**config.mk**
```make
export PLATFORM = sky130hd
export DESIGN_NAME = vote_result_scanner
export DESIGN_NICKNAME = d
export VERILOG_FILES = /design/src/rtl/vote_result_scanner.sv
export SDC_FILE = /design/constraint.sdc
export NUM_CORES = 1
export LEC_CHECK = 0
export BUFFER_PORTS_ARGS = -buffer_cell sky130_fd_sc_hd__buf_2
export CORE_MARGIN = 2
export CORE_UTILIZATION = 57
export CTS_CLUSTER_DIAMETER = 100
export DETAILED_ROUTE_END_ITERATION = 8
export GPL_ROUTABILITY_DRIVEN = 0
export PLACE_DENSITY = 0.82
export SYNTH_ARGS = -nofsm -noshare
export SYNTH_HDL_FRONTEND = slang
export SYNTH_SLANG_ARGS = --single-unit
```
**constraint.sdc**
```tcl
create_clock -name clock -period 3.92 [get_ports clock]
set_input_delay 0.196 -clock clock [delete_from_list [all_inputs] [get_ports clock]]
set_output_delay 0.196 -clock clock [all_outputs]
set_load 0.005 [all_outputs]
```
**src/rtl/vote_result_scanner.sv**
```systemverilog
// Snapshots all candidate tallies on start and scans them one per clock.
// Reports the winner, the tie and no-votes flags, and the total; holds them until the next start.
module vote_result_scanner #(
  parameter int NUM_CAND = 4,
  parameter int CNT_W    = 8,
  parameter int IDX_W    = 2,
  parameter int TOT_W    = 10
) (
  input  logic                      clock,
  input  logic                      reset,
  input  logic                      start,
  input  logic [NUM_CAND*CNT_W-1:0] cand_votes,
  output logic                      busy,
  output logic                      result_valid,
  output logic [IDX_W-1:0]          winner,
  output logic                      tie,
  output logic                      no_votes,
  output logic [TOT_W-1:0]          total
);

  // state | meaning
  // IDLE  | no result yet, waiting for start
  // SCAN  | processing candidate idx, one per clock
  // DONE  | result registered and held, start re-snapshots
  localparam logic [1:0] IDLE = 2'd0;
  localparam logic [1:0] SCAN = 2'd1;
  localparam logic [1:0] DONE = 2'd2;

  logic [1:0]       state;
  logic [CNT_W-1:0] snap [NUM_CAND];
  logic [IDX_W-1:0] idx;
  logic [CNT_W-1:0] max_r;
  logic [IDX_W-1:0] win_r;
  logic             tie_r;
  logic [TOT_W-1:0] acc;

  logic [CNT_W-1:0] cur;
  logic [CNT_W-1:0] max_nxt;
  logic [IDX_W-1:0] win_nxt;
  logic             tie_nxt;
  logic [TOT_W-1:0] acc_nxt;
  logic             last;

  assign busy         = (state == SCAN);
  assign result_valid = (state == DONE);
  assign last         = (idx == IDX_W'(NUM_CAND - 1));

  // Strictly-greater compare keeps the lowest index on a tie.
  always_comb begin
    cur     = snap[idx];
    acc_nxt = acc + {{(TOT_W-CNT_W){1'b0}}, cur};
    max_nxt = max_r;
    win_nxt = win_r;
    tie_nxt = tie_r;
    if (cur > max_r) begin
      max_nxt = cur;
      win_nxt = idx;
      tie_nxt = 1'b0;
    end else if ((cur == max_r) && (max_r != '0)) begin
      tie_nxt = 1'b1;
    end
  end

  always_ff @(posedge clock or posedge reset) begin
    if (reset) begin
      state    <= IDLE;
      for (int i = 0; i < NUM_CAND; i++) snap[i] <= '0;
      idx      <= '0;
      max_r    <= '0;
      win_r    <= '0;
      tie_r    <= 1'b0;
      acc      <= '0;
      winner   <= '0;
      tie      <= 1'b0;
      no_votes <= 1'b0;
      total    <= '0;
    end else begin
      case (state)
        IDLE, DONE: begin
          if (start) begin
            for (int i = 0; i < NUM_CAND; i++) snap[i] <= cand_votes[i*CNT_W +: CNT_W];
            idx   <= '0;
            max_r <= '0;
            win_r <= '0;
            tie_r <= 1'b0;
            acc   <= '0;
            state <= SCAN;
          end
        end
        SCAN: begin
          acc   <= acc_nxt;
          max_r <= max_nxt;
          win_r <= win_nxt;
          tie_r <= tie_nxt;
          idx   <= idx + IDX_W'(1);
          if (last) begin
            state    <= DONE;
            total    <= acc_nxt;
            no_votes <= (max_nxt == '0);
            winner   <= (max_nxt == '0) ? '0 : win_nxt;
            tie      <= (max_nxt == '0) ? 1'b0 : tie_nxt;
          end
        end
        default: state <= IDLE;
      endcase
    end
  end

endmodule

```
======== Word level (Yosys, flattened, before mapping) ========
Index checks and enable logic that the tools add are counted.
word-level totals
  input port bits ......................... 35
  word-level logic and storage cells ...... 56
  flip-flop bits (word level) ............. 71
  output and inout port bits .............. 16
cells by class
  magnitude comparators ................... 2
  multiplexer cells ....................... 21
  reductions and logical operators ........ 10
  bitwise gates (word level) .............. 1
  equality and inequality tests ........... 6
  add/sub/neg operators ................... 2
operators with widths
  operator                                                                 number
  8-bit two-way mux                                                        4
  10-bit case mux with 2 select lines                                      1
  8-bit binary-select mux with 2-bit select                                1
  8-bit case mux with 2 select lines                                       1
  2-bit case mux with 2 select lines                                       3
  10-bit by 8-bit adder with 10-bit output                                 1
  10-bit two-way mux                                                       1
  2-bit two-way mux                                                        5
  8-bit == test                                                            1
  8-bit greater-than comparator                                            1
  8-bit zero test                                                          1
  2-bit AND reduction                                                      4
  8-bit nonzero test                                                       1
  2-bit == test, second input constant                                     2
  1-bit two-way mux                                                        4
  3-bit >= comparator, second input constant                               1
  2-bit inverter with 3-bit output                                         1
  2-bit by 1-bit adder with 2-bit output, second input constant            1
  2-bit by 1-bit == test with 1-bit output, second input constant          1
  2-bit zero test                                                          1
  2-bit by 1-bit inequality test with 1-bit output, second input constant  1
  2-bit inequality test, second input constant                             1
  1-bit case mux with 2 select lines                                       1
  2-bit nonzero test                                                       1
  2 further kinds                                                          2

======== Logic depth before layout (Yosys ltp) ========
Gate-level depths: netlist of the first run.
  word-level depth ........................ 9
  depth in mapped cells ................... 10
  depth with buffers taken out ............ 9

======== Worst setup path after synthesis of the first run ========
No wires, ideal clock.
  path type ............................... flip-flop to flip-flop
  from .................................... register idx[0]
  to ...................................... register acc[6]
  setup time .............................. 0.122 ns
  cell stages (with the launch flop) ...... 11
  path slack .............................. 1.190 ns
  required time ........................... 3.798 ns
  path buffers ............................ 1
  period minus slack after synthesis ...... 2.730 ns
  data arrival time ....................... 2.609 ns
  cells stage by stage .................... dfrtp_1 buf_6 mux4_2 ha_1 inv_1 fa_1 nor2b_1 o31a_1 o21a_1 or3_1 a32o_1
between the ends
  longest elaborated chain between the ends .. 6
ends and longest elaborated chain
  what                                                    RTL line  RTL
  start: declaration                                      31        logic [IDX_W-1:0] idx;
  start signal: assignment                                95        idx <= idx + IDX_W'(1);
  2-bit inverter with 3-bit output (not written as such)  50        cur = snap[idx];
  8-bit binary-select mux with 2-bit select               50
  8-bit two-way mux (not written as such) (2 in a row)    50
  10-bit by 8-bit adder with 10-bit output                51        acc_nxt = acc + {{(TOT_W-CNT_W){1'b0}}, cur};
  10-bit case mux with 2 select lines                     78        case (state)
  end signal: assignment                                  91        acc <= acc_nxt;
  end: declaration                                        35        logic [TOT_W-1:0] acc;
Every way passes these cells. The select of a mux whose other input is x is not followed.
A chain may end at the register's enable or synchronous reset.

======== Worst setup path in the final report of the first run ========
  from .................................... register idx[0]
  to ...................................... register max_r[7]
between the ends
  longest elaborated chain between the ends .. 7
ends and longest elaborated chain
  what                                                        RTL line  RTL
  2-bit inverter with 3-bit output (not written as such) (*)  50
  8-bit binary-select mux with 2-bit select (*)               50
  8-bit two-way mux (not written as such) (*) (2 in a row)    50
  8-bit greater-than comparator                               55        if (cur > max_r) begin
  8-bit two-way mux (*)                                       55
  8-bit case mux with 2 select lines (*)                      78
  end signal: assignment                                      92        max_r <= max_nxt;
  end: declaration                                            32        logic [CNT_W-1:0] max_r;
Every way passes the cells marked *; elsewhere a longest branch is shown, timed or not. The select of a mux whose other input is x is not followed.

==> flow_metrics.py, run 1 <==
metrics = {
    "outcome": {
        "status": "finished, final reports clean",
    },
    "sta": {
        "rsz0062_at_grt": "no",
        "setup_viol": 0,
        "post-route-min-period_ns": 3.12,
        "worst_clock_skew_ns": 0.00713,
        "drv_slew": 0,
        "hold_violations": 0,
        "worst_slew_pin_slew_ns": 1.01,
        "final.setup.tns_ns": 0,
        "timing.final.ws_setup_ns": 0.798,
        "fmax_mhz": 320,
        "relSlewSlack_pct": 32.4,
        "fin_crit_sh_pct": 79.6,
    },
    "min_path": {
        "hold_class": "input port to register",
    },
    "route": {
        "via_per_inst": 5.58,
        "drtAntennaViolNets": 0,
        "routed_wirelength_mm": 7.62,
        "vias": 2797,
        "dr.pass1.iters": 5,
        "drt_iter0_markers": 211,
        "wire_per_inst_um": 15.2,
        "route.detailed.drc": 0,
    },
    "synthesis": {
        "synthesis.area_um2": 3570,
        "yosys_warnings": 0,
        "ys.flop_type": "dfrtp_1",
        "synth_edf_count": 0,
        "synth_cell_types": 47,
        "synth_cells": 371,
        "synth-async-reset-ratio_pct": 100,
        "syn_nets": 424,
        "ys_seq_elements": 71,
        "ys_seq_area_share_pct": 49.7,
        "syn_avg_cell_area_um2": 9.64,
    },
    "flow_run": {
        "drv_cap": 0,
    },
    "clock_network": {
        "cts_max_path_buffers": 2,
        "ctsHoldBuffers": 1,
        "cts_tree": "done",
        "clk_latency_ns": 0.35,
        "cts_resized": 0,
        "postCtsSetupRepairBufs": 0,
        "cts_root_buf": "clkbuf_8",
        "path_clk_slew_ns": 0.08,
        "clock-sinks": 71,
        "cts_max_level": 3,
        "cts_buffers": 9,
    },
    "critical_path": {
        "cp-end-kind": "register",
        "crit_type": "register to register",
        "startpoint": "idx[0]$_DFFE_PP0P_",
        "r2r-end": "max_r[7]$_DFFE_PP0P_",
        "cp.required_ns": 4.16,
        "start_kind": "register",
        "reg2reg_setup_slack_ns": 0.80,
        "reg2reg_from": "idx[0]$_DFFE_PP0P_",
        "endpoint": "max_r[7]$_DFFE_PP0P_",
        "critical_path_arrival_ns": 3.36,
        "r2r_cells": 8,
        "cp_max_fo": 13,
    },
    "global_route": {
        "grt_pass1_vias": 2944,
        "grt_usage_pct": 24.0,
        "grt_pass1_wl_mm": 13.4,
        "grt_max_degree": 41,
        "antenna_found_initial": 0,
        "grt_overflow": 0,
    },
    "power_and_ir_drop": {
        "irDropWorstVdd_v": 0.000545,
        "power_density_nw_per_um2": 1000,
        "p_leak_uw": 0.00207,
    },
    "floorplan": {
        "core.rowCount": 28,
        "fp.dieArea_um2": 6920,
        "die_y_um": 83.2,
        "io_pins": 51,
        "die_x_um": 83.2,
        "initial_core_util_pct": 59.7,
        "core_um2": 5990,
    },
    "place": {
        "dp_slack_ns": 0.835,
        "portBuffers": 50,
        "placed_cells": 484,
        "place.detailed.hpwl_mm": 5.41,
    },
    "final_layout": {
        "multi_input_area_um2": 1660,
        "fin_cells": 501,
        "ff_latch_area_um2": 1780,
        "nFillCells": 479,
        "drive_gt1_share_pct": 20.9,
        "antenna_cells": 0,
        "fin_nets": 474,
        "areaGrowthSynthToFinish_pct": 14.2,
    },
}
==> flip-flops by register name, summed over array words and instances, names as in the netlist <==
| signal | count |
|---|---|
| snap | 32 |
| acc | 10 |
| total | 10 |
| max_r | 8 |
| idx | 2 |
| state | 2 |
| win_r | 2 |
| winner | 2 |
| no_votes | 1 |
| tie | 1 |
| tie_r | 1 |
==> layer usage <==
metal	global-route usage [%]	part of all wire, %	wire length [um]	vias up
met4	9.99	2.1	161	0
met2	39.6	47	3600	91
li1	-	-	-	1352
met1	32.1	46	3490	1337
met3	3.58	4.8	362	17
met5	0	0	0	-
==> cell type report <==
type / instances / share of cell area, %
inverter: 17 / 1.56
sequential: 71 / 43.5
tap: 75 / 2.30
clock inverter: 4 / 0.705
timing repair buffer: 55 / 7.11
clock buffer: 12 / 4.05
multi-input combinational: 267 / 40.8
==> kinds of logic after synthesis <==
kind of cell	synth area share, %
AND/OR/NAND/NOR	19.3
XOR/XNOR	1.23
AO/OA/AOI/OAI	10.9
buffers and inverters	3.82
flip-flops	49.7
multiplexers	8.54
adder cells (fa/ha/maj)	6.51
==> cell usage after synthesis, types with 2 or more instances <==
library cell  instances  area share [%]
a21o_1                2            0.42
a21oi_1               6            0.84
a22o_1                3            0.74
a31oi_1               2            0.35
and2_1                2            0.35
buf_1                 2            0.21
buf_2                 4            0.56
clkbuf_1              9            0.94
dfrtp_1              71              50
ha_1                 17             6.0
inv_1                17             1.8
mux2_1                2            0.63
mux2_2                4             1.3
mux2i_1               5             1.4
mux4_1                2             1.5
mux4_2                6             3.8
nand2_1             132              14
nand2b_1              3            0.53
nand3_1               4            0.56
nand4_1               2            0.35
nor2_1               13             1.4
nor2b_1               3            0.53
nor4_1                2            0.35
nor4_2                2            0.70
o2111ai_1             2            0.49
o211ai_1              5             1.1
o21a_1                2            0.42
o21ai_0              23             3.2
or3_1                 2            0.35
xor2_1                5             1.2
==> worst max-delay path, stage by stage (launching register included) <==
cell,delay [ns]
dfrtp_1,0.32
buf_4,0.22
mux4_1,0.68
ha_1,0.37
nand4_1,0.17
nor2_1,0.32
a21oi_2,0.13
o21ai_4,0.40
mux2_2,0.38
==> placed cells by master (no fill, tap or decap), drive strengths merged, types with 2 or more instances in the layout <==
cell and instances:
and2 2, a21oi 7, inv 17, nand3 4, nand2 132, o2111ai 2
dfrtp 71, clkinv 2, a21o 2, o21ai 25, o21a 2, mux2i 5
nor2b 3, buf 54, a31oi 2, clkbuf 12, o211ai 5, clkinvlp 2
nand2b 3, a22o 3, nor4 4, nand4 2, xor2 5, mux4 8
nor2 13, ha 17, or3 2, a211oi 2, mux2 6
==> power breakdown <==
| group | internal (uW) | switching (uW) |
|---|---|---|
| sequential | 1080 | 205 |
| clock | 282 | 284 |
| combinational | 951 | 1300 |
==> worst min-delay path by stage <==
stage / from / endpoint / slack (ns) / cells past startpoint
finish: cand_votes[16] / snap[8]$_DFFE_PP0P_ / 0.03 / 3
global route: cand_votes[15] / snap[23]$_DFFE_PP0P_ / 0.04 / 3
CTS: cand_votes[20] / snap[12]$_DFFE_PP0P_ / 0.03 / 3
detailed placement: reset / snap[26]$_DFFE_PP0P_ / 0.32 / 2
global placement: reset / snap[26]$_DFFE_PP0P_ / 0.31 / 2
floorplan: cand_votes[24] / snap[0]$_DFFE_PP0P_ / 0.30 / 2
==> metrics by stage <==
step / power, uW / util (%) / cell area (um^2) / hold slack, ns
after floorplan: 2950 / - / 3570 / 0.301
after global placement: 3400 / 64.7 / 3880 / 0.307
after detailed placement: 3520 / 64.7 / 3880 / 0.318
after CTS: 4100 / 68.1 / 4080 / 0.0265
after global routing: 4440 / 68.1 / 4080 / 0.0406
final: 4090 / 68.1 / 4080 / 0.0274
Note: power is estimated with default switching activity, not from simulation.
==> run 2, diff against run 1 <==
- clock period: 3.92 -> 3.15 ns (I/O delays scaled with it)
==> flow_metrics.py, run 2 (synthesis gave the netlist of run 1 again) <==
metrics = {
    "clock_network": {
        "cts_buffers": 9,
        "cts_max_path_buffers": 2,
        "cts_root_buf": "clkbuf_8",
        "path_clk_slew_ns": 0.07,
        "cts_max_level": 3,
        "cts_tree": "done",
        "clk_latency_ns": 0.35,
        "clock-sinks": 71,
    },
    "power_and_ir_drop": {
        "irDropWorstVdd_v": 0.000558,
        "power_uw": 5470,
        "p_leak_uw": 0.00224,
        "power_density_nw_per_um2": 1230,
    },
    "sta": {
        "rsz0062_at_grt": "no",
        "drv_slew": 0,
        "final.setup.tns_ns": 0,
        "fin_crit_sh_pct": 96.4,
        "hold_slack_ns": 0.0125,
        "relSlewSlack_pct": 37.3,
        "worst_slew_pin_slew_ns": 0.938,
        "hold_violations": 0,
        "fmax_mhz": 329,
        "post-route-min-period_ns": 3.04,
        "setup_viol": 0,
        "worst_clock_skew_ns": 0.0117,
    },
    "critical_path": {
        "cp_cell_sequence": "buf_4 > mux4_1 > ha_1 > nor2b_1 > o211ai_1 > a211oi_4 > o21ai_4 > buf_12 > mux2_1",
        "cp.required_ns": 3.38,
        "critPathMaxStageDelay_ns": 0.65,
        "crit_type": "register to register",
        "start_kind": "register",
        "crit_path_top_delay_cell": "mux4_1",
        "critical_path_arrival_ns": 3.26,
        "cp_max_fo": 10,
        "cp-end-kind": "register",
    },
    "global_route": {
        "grt_pass1_vias": 3132,
        "grt_overflow": 0,
        "grt_pass1_wl_mm": 14.8,
        "grt_max_degree": 49,
        "antenna_found_initial": 0,
        "grt_usage_pct": 27.3,
    },
    "floorplan": {
        "die_x_um": 83.2,
        "core.rowCount": 28,
        "core_um2": 5990,
        "fp.dieArea_um2": 6920,
        "die_y_um": 83.2,
        "io_pins": 51,
        "initial_core_util_pct": 59.7,
    },
    "route": {
        "routed_wirelength_mm": 8.88,
        "route.detailed.drc": 0,
        "via_per_inst": 5.76,
        "drtAntennaViolNets": 0,
        "dr.pass1.iters": 5,
        "wire_per_inst_um": 16.6,
        "vias": 3086,
        "drt_iter0_markers": 226,
    },
    "final_layout": {
        "final_cell_mix": "132 x nand2_1, 71 x dfrtp_1, 50 x buf_2, 29 x dlygate4sd3_1, 23 x o21ai_0",
        "fin_cells": 536,
        "largest_reg_flops": 32,
        "top_regs": "snap (32), acc (10), total (10)",
        "drive_gt1_share_pct": 21.0,
        "regMostFlops": "snap",
        "areaGrowthSynthToFinish_pct": 24.4,
        "nFillCells": 409,
        "antenna_cells": 0,
        "postLayoutCellArea_um2": 4450,
        "fin_nets": 510,
        "final_common_cell": "nand2_1",
    },
    "outcome": {
        "status": "finished, final reports clean",
    },
    "place": {
        "placed_cells": 488,
        "place_area_um2": 3910,
        "place.detailed.hpwl_mm": 5.83,
        "portBuffers": 50,
    },
    "flow_run": {
        "drv_cap": 0,
    },
    "min_path": {
        "hold_class": "input port to register",
    },
}
-- run 2: cell types whose count changed in the layout (fill, tap and decap cells not counted), sizes merged --
| cell | delta |
|---|---|
| inv | +1 |
| clkinvlp | -2 |
| clkinv | +1 |
| bufinv | +1 |
| clkbuf | -2 |
| dlygate4sd3 | +28 |
| buf | +8 |
-- run 2: routing by layer --
metal	routed length, um	global-route usage, %	vias to the layer above
met2	4330	44.2	152
met3	643	7.85	26
met1	3710	35.3	1485
met4	206	9.84	0
met5	0	0	-
li1	-	-	1423
-- run 2: metrics by stage --
stage,setup slack (ns),utilization [%]
finish,0.113,74.2
global route,0.0263,74.2
CTS,0.0511,73.4
detailed placement,0.124,65.2
global placement,0.240,65.2
floorplan,0.420,-
-- run 2: final timing paths --
check	slack (ns)	cells after the start	from	end
max in group asynchronous	1.77	4	reset	snap[15]$_DFFE_PP0P_
worst min register to register	0.48	2	total[1]$_DFFE_PP0P_	total[1]$_DFFE_PP0P_
worst min-delay path	0.01	3	cand_votes[7]	snap[31]$_DFFE_PP0P_
min in group asynchronous	0.37	3	reset	total[2]$_DFFE_PP0P_
worst max register to register	0.11	9	idx[0]$_DFFE_PP0P_	max_r[5]$_DFFE_PP0P_
worst max-delay path	0.11	9	idx[0]$_DFFE_PP0P_	max_r[5]$_DFFE_PP0P_
-- run 2: layout make-up --
cell class,instances,area [um^2],area share [%]
Timing Repair Buffer,91,643,14.5
Multi-Input combinational cell,267,1670,37.6
Inverter,17,63.8,1.44
Clock inverter,5,57.6,1.29
Sequential cell,71,1780,40.0
Tap cell,75,93.8,2.11
Clock buffer,10,138,3.10
-- run 2: what timing repair did --
item | CTS | global route
hold buffers | 29 | 0
setup buffers | 0 | 4
hold endpoints to repair | 51 | 0
resized for setup | 0 | 2
setup endpoints to repair | 0 | 6
-- run 2: power by group --
part	internal, uW	switching, uW
registers	1340	282
logic	1380	1730
clock network	384	351
total	3110	2360
-- run 2: worst max-delay path, delay by kind of cell, from the launching register on --
family | cells | cell delay, ns
mux | 2 | 0.96
compound gates | 3 | 0.66
flops | 1 | 0.43
buf+inv | 2 | 0.37
fa+ha+maj | 1 | 0.34
simple gates | 1 | 0.15
==> run 3, diff against run 2 <==
- CAP_MARGIN: unset -> 30
- HOLD_SLACK_MARGIN: unset -> 0.12
==> flow_metrics.py, run 3 (synthesis gave the netlist of run 1 again) <==
metrics = {
    "floorplan": {
        "initial_core_util_pct": 59.7,
        "die_x_um": 83.2,
        "io_pins": 51,
        "core.rowCount": 28,
        "die_y_um": 83.2,
        "core_um2": 5990,
        "fp.dieArea_um2": 6920,
    },
    "final_layout": {
        "regMostFlops": "snap",
        "drive_gt1_share_pct": 20.6,
        "final_common_cell": "nand2_1",
        "top_regs": "snap (32), acc (10), total (10)",
        "areaGrowthSynthToFinish_pct": 25.0,
        "antenna_cells": 0,
        "fin_nets": 514,
        "final_cell_mix": "132 x nand2_1, 71 x dfrtp_1, 50 x buf_2, 34 x dlygate4sd3_1, 23 x o21ai_0",
        "largest_reg_flops": 32,
    },
    "route": {
        "via_per_inst": 5.73,
        "dr.pass1.iters": 4,
        "drtAntennaViolNets": 0,
        "wire_per_inst_um": 16.9,
        "drt_iter0_markers": 260,
        "routed_wirelength_mm": 9.15,
        "vias": 3092,
        "route.detailed.drc": 0,
    },
    "critical_path": {
        "cp.required_ns": 3.38,
        "cp_top_family": "multiplexers",
        "cp_cell_sequence": "buf_4 > mux4_1 > ha_1 > nor2b_1 > o211ai_1 > a211oi_2 > o21ai_4 > mux2_1",
        "crit_path_top_delay_cell": "mux4_1",
        "cp_max_fo": 9,
        "critPathMaxStageDelay_ns": 0.65,
        "crit_buf_inv": 1,
        "critical_path_arrival_ns": 3.26,
        "cp-end-kind": "register",
        "start_kind": "register",
        "crit_type": "register to register",
    },
    "sta": {
        "drv_slew": 0,
        "worst_clock_skew_ns": 0.00754,
        "hold_slack_ns": 0.379,
        "final.setup.tns_ns": 0,
        "fmax_mhz": 330,
        "relSlewSlack_pct": 38.8,
        "fin_crit_sh_pct": 96.3,
        "setup_viol": 0,
        "rsz0062_at_grt": "no",
        "post-route-min-period_ns": 3.03,
        "hold_violations": 0,
        "worst_slew_pin_slew_ns": 0.915,
        "timing.final.ws_setup_ns": 0.117,
    },
    "global_route": {
        "grt_pass1_vias": 3231,
        "grt_usage_pct": 28.2,
        "grt_pass1_wl_mm": 15.2,
        "grt_max_degree": 49,
        "antenna_found_initial": 0,
        "grt_overflow": 0,
    },
    "place": {
        "place.detailed.hpwl_mm": 5.83,
        "dp_slack_ns": 0.124,
        "portBuffers": 50,
    },
    "clock_network": {
        "cts_tree": "done",
        "clock-sinks": 71,
        "cts_buffers": 9,
        "cts_root_buf": "clkbuf_8",
        "clk_latency_ns": 0.35,
        "cts_max_path_buffers": 2,
        "cts_max_level": 3,
        "path_clk_slew_ns": 0.07,
    },
    "power_and_ir_drop": {
        "p_leak_uw": 0.00225,
        "power_uw": 5370,
        "power_density_nw_per_um2": 1200,
        "irDropWorstVdd_v": 0.000563,
    },
    "flow_run": {
        "drv_cap": 0,
    },
    "outcome": {
        "status": "finished, final reports clean",
    },
    "min_path": {
        "hold_class": "input port to asynchronous set/reset pin",
    },
}
## run 3: cell types whose count changed in the layout (fill, tap and decap cells not counted), sizes merged
cell and delta:
dlygate4sd3 +5, buf -1
## run 3: path summary, 6_finish.rpt
| check | end | slack, ns | cells past startpoint | startpoint |
|---|---|---|---|---|
| max in group asynchronous | win_r[0]$_DFFE_PP0P_ | 1.78 | 4 | reset |
| hold / removal | snap[1]$_DFFE_PP0P_ | 0.38 | 3 | reset |
| min in group clock | total[3]$_DFFE_PP0P_ | 0.48 | 2 | total[3]$_DFFE_PP0P_ |
| setup reg to reg | max_r[5]$_DFFE_PP0P_ | 0.12 | 8 | idx[0]$_DFFE_PP0P_ |
| setup / recovery | max_r[5]$_DFFE_PP0P_ | 0.12 | 8 | idx[0]$_DFFE_PP0P_ |
| hold reg to reg | total[3]$_DFFE_PP0P_ | 0.48 | 2 | total[3]$_DFFE_PP0P_ |
## run 3: what timing repair did
item	in CTS	in global routing
hold endpoints to repair	56	0
setup buffers	0	3
endpoints found under the setup margin	0	6
resized for setup	0	1
hold buffers	34	0
## run 3: area by class of cell
class	count	area, um^2
Clock buffer	10	138
Clock inverter	5	57.6
Fill cell	398	1520
Inverter	17	63.8
Multi-Input combinational cell	267	1670
Sequential cell	71	1780
Tap cell	75	93.8
Timing Repair Buffer	95	673
## run 3: worst register-to-register path, stage by stage (launching register included)
cell,delay (ns)
dfrtp_1,0.43
buf_4,0.21
mux4_1,0.65
ha_1,0.34
nor2b_1,0.14
o211ai_1,0.11
a211oi_2,0.47
o21ai_4,0.20
mux2_1,0.35
## run 3: layer usage
layer  track usage, %  routed length [um]  vias up
met2             46.6                4600      139
met3             7.65                 530       28
met1             35.5                3790     1488
met4             10.7                 221        0
met5                0                   0        -
li1                 -                   -     1437
## run 3: through the flow
stage          util [%]  instance area, um^2  std cells
2_1_floorplan         -                 3570        371
3_3_place_gp       65.2                 3910        488
3_5_place_dp       65.2                 3910        488
4_1_cts            74.2                 4440        537
5_1_grt            74.6                 4470        540
6_report           74.6                 4470        540
## run 3: where the power goes
group	total, uW	internal (uW)	switching [uW]
Clock	732	384	348
Combinational	3010	1310	1700
Sequential	1630	1340	288
